File: src/rtl/sat_arbiter_pkg.sv
// Shared types, reset constants and the round-robin pick function for sat_arbiter.
package sat_arbiter_pkg;

  localparam int SAT_N  = 10;
  localparam int SAT_F  = 9;
  localparam int SAT_K  = 3;
  localparam int SAT_IW = $clog2(SAT_K);

  typedef logic signed [SAT_N-1:0] data_t;

  // Full-scale limits: a requester with untouched limits never saturates.
  localparam data_t SAT_MAX_RST = data_t'((1 << (SAT_N - 1)) - 1);
  localparam data_t SAT_MIN_RST = data_t'(-(1 << (SAT_N - 1)));

  // One-hot grant for the first valid requester at or after ptr, wrapping modulo K.
  function automatic logic [SAT_K-1:0] rr_pick(input logic [SAT_K-1:0]  valid,
                                               input logic [SAT_IW-1:0] ptr);
    logic [SAT_K-1:0] grant;
    logic             found;
    int               idx;
    grant = '0;
    found = 1'b0;
    for (int off = 0; off < SAT_K; off++) begin
      idx = (int'(ptr) + off) % SAT_K;
      if (!found && valid[idx]) begin
        grant[idx] = 1'b1;
        found      = 1'b1;
      end
    end
    return grant;
  endfunction

endpackage

File: src/rtl/sat_arbiter_if.sv
// Request, limit-configuration and result port bundle for sat_arbiter.
interface sat_arbiter_if #(
  parameter int N = 10,
  parameter int K = 3
);
  localparam int IW = $clog2(K);

  logic [K-1:0]        req_valid;
  logic [K-1:0][N-1:0] req_x;
  logic [K-1:0]        req_ready;

  logic                cfg_we;
  logic [IW-1:0]       cfg_sel;
  logic [N-1:0]        cfg_max;
  logic [N-1:0]        cfg_min;
  logic                cfg_err;

  logic                out_valid;
  logic                out_ready;
  logic [IW-1:0]       out_id;
  logic [N-1:0]        out_y;
  logic                out_sat_hi;
  logic                out_sat_lo;

  // Requesters, configuration master and downstream consumer.
  modport master (
    output req_valid, req_x, cfg_we, cfg_sel, cfg_max, cfg_min, out_ready,
    input  req_ready, cfg_err, out_valid, out_id, out_y, out_sat_hi, out_sat_lo
  );

  // The arbiter itself.
  modport slave (
    input  req_valid, req_x, cfg_we, cfg_sel, cfg_max, cfg_min, out_ready,
    output req_ready, cfg_err, out_valid, out_id, out_y, out_sat_hi, out_sat_lo
  );
endinterface

File: src/rtl/saturation.sv
// Signed clamp of x into [min, max]; F is the fixed-point format, carried only.
module saturation #(
  parameter int N = 10,
  parameter int F = 9
) (
  input  logic signed [N-1:0] x_i,
  input  logic signed [N-1:0] max_i,
  input  logic signed [N-1:0] min_i,
  output logic signed [N-1:0] y_o,
  output logic                sat_hi_o,
  output logic                sat_lo_o
);

  // The fraction point does not move the comparison, only names the format.
  if (F >= N) begin : g_frac_wider_than_word
  end

  assign sat_hi_o = (x_i > max_i);
  assign sat_lo_o = (x_i < min_i);

  // Clamp: hi and lo cannot both be set while min <= max holds.
  always_comb begin
    if (sat_hi_o)      y_o = max_i;
    else if (sat_lo_o) y_o = min_i;
    else               y_o = x_i;
  end

endmodule

File: src/rtl/sat_arbiter.sv
// Round-robin arbiter sharing one saturation datapath among K requesters,
// each with its own programmable limit pair, behind one registered result port.
module sat_arbiter
  import sat_arbiter_pkg::*;
#(
  parameter int N = SAT_N,
  parameter int F = SAT_F,
  parameter int K = SAT_K
) (
  input  logic         clk,
  input  logic         rst,
  sat_arbiter_if.slave bus
);

  localparam int IW = $clog2(K);

  logic signed [N-1:0] max_q [K];
  logic signed [N-1:0] min_q [K];
  logic [IW-1:0]       rr_ptr_q, rr_ptr_d;
  logic                cfg_err_q;

  logic                out_valid_q;
  logic [IW-1:0]       out_id_q;
  logic signed [N-1:0] out_y_q;
  logic                out_sat_hi_q, out_sat_lo_q;

  logic                can_issue;
  logic [K-1:0]        grant;
  logic                xfer;
  logic [IW-1:0]       grant_idx;
  logic signed [N-1:0] x_sel, max_sel, min_sel, y_sat;
  logic                sat_hi, sat_lo;
  logic                cfg_reject;

  assign can_issue = !out_valid_q || bus.out_ready;

  // Grant is combinational so a request can be accepted in the cycle it appears.
  assign grant         = (can_issue && !rst) ? rr_pick(bus.req_valid, rr_ptr_q) : '0;
  assign bus.req_ready = grant;
  assign xfer          = |(grant & bus.req_valid);

  // One-hot grant to index and operand/limit mux for the shared datapath.
  // NOTE: every always_comb output gets a default first so no path leaves it unassigned and infers a latch.
  always_comb begin
    grant_idx = '0;
    x_sel     = '0;
    max_sel   = '0;
    min_sel   = '0;
    for (int i = 0; i < K; i++) begin
      if (grant[i]) begin
        grant_idx = IW'(i);
        x_sel     = $signed(bus.req_x[i]);
        max_sel   = max_q[i];
        min_sel   = min_q[i];
      end
    end
  end

  // Pointer moves past the winner only when a transfer happens.
  always_comb begin
    rr_ptr_d = rr_ptr_q;
    if (xfer) rr_ptr_d = (grant_idx == IW'(K - 1)) ? '0 : grant_idx + 1'b1;
  end

  assign cfg_reject = (int'(bus.cfg_sel) >= K) ||
                      ($signed(bus.cfg_min) > $signed(bus.cfg_max));

  saturation #(.N(N), .F(F)) u_saturation (
    .x_i      (x_sel),
    .max_i    (max_sel),
    .min_i    (min_sel),
    .y_o      (y_sat),
    .sat_hi_o (sat_hi),
    .sat_lo_o (sat_lo)
  );

  // Limit bank and config error pulse; a same-cycle grant already read the old limits.
  // NOTE: sequential state uses non-blocking assignments so every register samples pre-edge values.
  // NOTE: the limit bank is a handful of flops, so it is reset to full scale rather than left unknown.
  always_ff @(posedge clk or posedge rst) begin
    if (rst) begin
      for (int i = 0; i < K; i++) begin
        max_q[i] <= SAT_MAX_RST;
        min_q[i] <= SAT_MIN_RST;
      end
      cfg_err_q <= 1'b0;
    end else begin
      cfg_err_q <= bus.cfg_we && cfg_reject;
      if (bus.cfg_we && !cfg_reject) begin
        max_q[bus.cfg_sel] <= $signed(bus.cfg_max);
        min_q[bus.cfg_sel] <= $signed(bus.cfg_min);
      end
    end
  end

  // Round-robin pointer and result register; fields hold while stalled.
  always_ff @(posedge clk or posedge rst) begin
    if (rst) begin
      rr_ptr_q     <= '0;
      out_valid_q  <= 1'b0;
      out_id_q     <= '0;
      out_y_q      <= '0;
      out_sat_hi_q <= 1'b0;
      out_sat_lo_q <= 1'b0;
    end else begin
      rr_ptr_q <= rr_ptr_d;
      if (xfer) begin
        out_valid_q  <= 1'b1;
        out_id_q     <= grant_idx;
        out_y_q      <= y_sat;
        out_sat_hi_q <= sat_hi;
        out_sat_lo_q <= sat_lo;
      end else if (bus.out_ready) begin
        out_valid_q <= 1'b0;
      end
    end
  end

  assign bus.cfg_err    = cfg_err_q;
  assign bus.out_valid  = out_valid_q;
  assign bus.out_id     = out_id_q;
  assign bus.out_y      = out_y_q;
  assign bus.out_sat_hi = out_sat_hi_q;
  assign bus.out_sat_lo = out_sat_lo_q;

endmodule

File: src/flat_wrapper.sv
// flat-port wrapper written by rule: the top's interface ports become plain ports
module sat_arbiter_flat import sat_arbiter_pkg::*;
#(
  parameter int N = SAT_N,
  parameter int F = SAT_F,
  parameter int K = SAT_K
)
  (clk, rst, bus_req_valid, bus_req_x, bus_cfg_we, bus_cfg_sel, bus_cfg_max, bus_cfg_min, bus_out_ready, bus_req_ready, bus_cfg_err, bus_out_valid, bus_out_id, bus_out_y, bus_out_sat_hi, bus_out_sat_lo);
  sat_arbiter_if #(.N(N), .K(K)) bus_i ();
  input  logic clk;
  input  logic rst;
  input wire logic [$bits(bus_i.req_valid)-1:0] bus_req_valid;
  input wire logic [$bits(bus_i.req_x)-1:0] bus_req_x;
  input wire logic [$bits(bus_i.cfg_we)-1:0] bus_cfg_we;
  input wire logic [$bits(bus_i.cfg_sel)-1:0] bus_cfg_sel;
  input wire logic [$bits(bus_i.cfg_max)-1:0] bus_cfg_max;
  input wire logic [$bits(bus_i.cfg_min)-1:0] bus_cfg_min;
  input wire logic [$bits(bus_i.out_ready)-1:0] bus_out_ready;
  output wire logic [$bits(bus_i.req_ready)-1:0] bus_req_ready;
  output wire logic [$bits(bus_i.cfg_err)-1:0] bus_cfg_err;
  output wire logic [$bits(bus_i.out_valid)-1:0] bus_out_valid;
  output wire logic [$bits(bus_i.out_id)-1:0] bus_out_id;
  output wire logic [$bits(bus_i.out_y)-1:0] bus_out_y;
  output wire logic [$bits(bus_i.out_sat_hi)-1:0] bus_out_sat_hi;
  output wire logic [$bits(bus_i.out_sat_lo)-1:0] bus_out_sat_lo;
  assign bus_i.req_valid = bus_req_valid;
  assign bus_i.req_x = bus_req_x;
  assign bus_i.cfg_we = bus_cfg_we;
  assign bus_i.cfg_sel = bus_cfg_sel;
  assign bus_i.cfg_max = bus_cfg_max;
  assign bus_i.cfg_min = bus_cfg_min;
  assign bus_i.out_ready = bus_out_ready;
  assign bus_req_ready = bus_i.req_ready;
  assign bus_cfg_err = bus_i.cfg_err;
  assign bus_out_valid = bus_i.out_valid;
  assign bus_out_id = bus_i.out_id;
  assign bus_out_y = bus_i.out_y;
  assign bus_out_sat_hi = bus_i.out_sat_hi;
  assign bus_out_sat_lo = bus_i.out_sat_lo;
  sat_arbiter #(.N(N), .F(F), .K(K)) u_core (.clk(clk), .rst(rst), .bus(bus_i));
endmodule
File: config.mk
export PLATFORM = sky130hd
export DESIGN_NAME = sat_arbiter_flat
export DESIGN_NICKNAME = d
export VERILOG_FILES = /design/src/rtl/sat_arbiter_pkg.sv /design/src/rtl/sat_arbiter_if.sv /design/src/rtl/saturation.sv /design/src/rtl/sat_arbiter.sv /design/src/flat_wrapper.sv
export SDC_FILE = /design/constraint.sdc
export NUM_CORES = 1
export LEC_CHECK = 0
export ABC_AREA = 1
export CORE_MARGIN = 2
export CORE_UTILIZATION = 40
export DETAILED_ROUTE_END_ITERATION = 10
export PLACE_DENSITY = 0.69
export SETUP_SLACK_MARGIN = 0.02
export SLEW_MARGIN = 20
export SYNTH_ARGS = -nofsm -noshare
export SYNTH_HDL_FRONTEND = slang
export SYNTH_SLANG_ARGS = --single-unit
File: constraint.sdc
create_clock -name clk -period 3.5 [get_ports clk]
set_clock_uncertainty 0.05 [all_clocks]
set_input_delay 0.35 -clock clk [delete_from_list [all_inputs] [get_ports clk]]
set_output_delay 0.35 -clock clk [all_outputs]
set_load 0.03 [all_outputs]
==> summary.txt <==
Final wirelength - 16.7 mm
Synth Net Count - 726
TritonCTS clock tree - built
DR vias - 5154
Setup crit start kind - register
Post-synth EDFFs - 0
Crit-path max FO - 5
CP peak stage delay - 400 ps
Die Span X - 115 um
Ant. Diodes - 0
Die area - 13100 um2
Area leader, netlist - dfrtp_1
Total grt overflow - 0
RSZ-0062 raised after global routing - yes
Area Overhead vs Synth - 55.7%
Fin crit share - 105%
Largest net degree at the start of global routing - 42
Clock slew at reported path FFs - 60 ps
DR WL/cell - 17.4 um
Worst skew pair latency - 340 ps
Ys async rst share - 100%
Failing checks - negative setup slack
Setup violators final - 12
Crit path time final - 3670 ps
Fin Setup TNS - -1640 ps
NumNets Final - 898
Most used DFF post-synth - dfrtp_1
Initial antenna violation count - 0
Max-slew violations - 0
Worst Slack Setup Final - -173 ps
Number of global-route vias before repair - 5265
I/O Pins - 78
Worst setup EP type - register
H-tree depth - 3
DRT antenna net count - 0
Count of state elements after synthesis - 77
Yosys cell types - 38
Hold-fix buffers, CTS - 0
Area contributors post-synth - dfrtp_1, dfstp_2, nand2_1
TritonCTS Sinks - 77
Post-route cell area - 7630 um2
GPL Wtd Cong - 0.974
HP Class - register to register
Slowest CP cell - dfrtp_1
Top cells by count, synth - nand2_1, o21ai_0, inv_1, nand3_1, dfrtp_1
Worst path arrival time - 3850 ps
Die span in y - 115 um
Critical path class - register to register
GR Util All Layers - 25.9%
Syn Inst Count - 634
Max cap viols - 0
Ys Warns - 0
WHS - 434 ps
Placed cell area - 6350 um2
Run status - finished, violations left
Mean Syn Cell Area - 7.73 um2
PortBufs - 77
Max-slew headroom - 41.1%
DPL Wire Length - 10.9 mm
Core area - 12000 um2
Starting Density - 41.0%
First-pass GRT wire length - 26.3 mm
Cts bufs inserted - 9
Drt drc - 0
CTS max path bufs - 2
Pre-antenna DRT Iters - 7
Critical path data required time - 3680 ps
Yosys top cell area share - 24.0%
Least-Margin Pin Slew - 882 ps
Max Fclk - 272 MHz
Pre-CTS setup slack - -613 ps
Register area share after synthesis - 40.1%
Cell with the most instances after synthesis - nand2_1
Iteration-0 DRC Markers - 356
Root buffer cell - clkbuf_16
Endpoints failing hold - 0
# rows - 40
Vias per cell - 5.38
Layout cells sized above 1 - 36.3%
CP dominant cell by count - nand2_2
Synthesized cell area - 4900 um2
R2r setup slk - -170 ps
per-stage QoR:
step                cells  util [%]
finish                958      63.8
global route          958      63.8
CTS                   952      61.2
detailed placement    908      53.1
global placement      908      53.1
floorplan             634         -
worst max-delay path: cells and delay by family, from the launching register on:
kind	cells	cell delay (ps)
AND/OR/NAND/NOR	14	1190
AO/OA/AOI/OAI	5	920
adder cells (fa/ha/maj)	2	520
buffers and inverters	6	450
flip-flops	1	400
cell type report:
type / count / area (um2)
fillers: 995 / 4340
well taps: 147 / 184
clock inverters: 5 / 35.0
clock buffers: 11 / 253
repair buffers: 182 / 1650
multi-input cells: 452 / 3160
inverters: 81 / 344
flip-flops and latches: 77 / 1960
repair inverters: 3 / 31.3
timing repair:
item	in CTS	in global routing
pin swaps	20	9
gates resized for setup	94	52
gates cloned	7	1
buffers inserted	21	5
setup endpoints to repair	12	13
path summary, 6_finish.rpt:
| check | depth (start not counted) | to | startpoint |
|---|---|---|---|
| worst max-delay path | 27 | u_core.bus.out_y[2]$_DFFE_PP0P_ | u_core.rr_ptr_q[1]$_DFFE_PP0P_ |
| worst min-delay path | 2 | u_core.min_q[1]$_DFFE_PP0P_ | u_core.min_q[1]$_DFFE_PP0P_ |
| worst max register to register | 27 | u_core.bus.out_y[2]$_DFFE_PP0P_ | u_core.rr_ptr_q[1]$_DFFE_PP0P_ |
| worst min register to register | 2 | u_core.min_q[1]$_DFFE_PP0P_ | u_core.min_q[1]$_DFFE_PP0P_ |
| max in group asynchronous | 3 | u_core.max_q[27]$_DFFE_PP1P_ | rst |
| min in group asynchronous | 2 | u_core.bus.out_valid$_DFFE_PP0P_ | rst |
registers in the layout, summed over array words and instances, names as in the netlist:
name / flops
u_core.max_q: 30
u_core.min_q: 30
u_core.bus.out_y: 10
u_core.rr_ptr_q: 2
u_core.bus.cfg_err: 1
u_core.bus.out_id: 1
u_core.bus.out_sat_hi: 1
u_core.bus.out_sat_lo: 1
u_core.bus.out_valid: 1
cells in the final DEF (no fill, tap or decap), drive strengths merged, types with 2 or more instances in the layout:
| cell type | instances |
|---|---|
| clkinv | 4 |
| ha | 33 |
| a31oi | 11 |
| nor2 | 22 |
| dfrtp | 47 |
| a31o | 8 |
| nand3 | 66 |
| nand2 | 181 |
| clkdlybuf4s50 | 76 |
| a21oi | 21 |
| o22ai | 3 |
| nor3 | 2 |
| dfstp | 30 |
| nand4 | 5 |
| or2 | 2 |
| buf | 104 |
| inv | 84 |
| clkbuf | 12 |
| o21ai | 87 |
| o211ai | 4 |
routing by layer:
layer  up-vias  part of all wire, %  global-route usage (%)
li1       2451                    -                       -
met1      2423                   41                    31.6
met2       217                   47                    43.2
met3        63                  7.0                    5.51
met4         0                  4.2                    12.8
met5         -                    0                       0
kinds of logic after synthesis:
family,Yosys count,synth area share (%)
compound gates,138,15.7
xor+xnor,1,0.179
fa+ha+maj,33,8.43
buf+inv,109,8.89
flops,77,40.1
simple gates,276,26.7
Power is not shown: default switching activity piles up to over one toggle a cycle in this logic, so the estimate is an artifact.
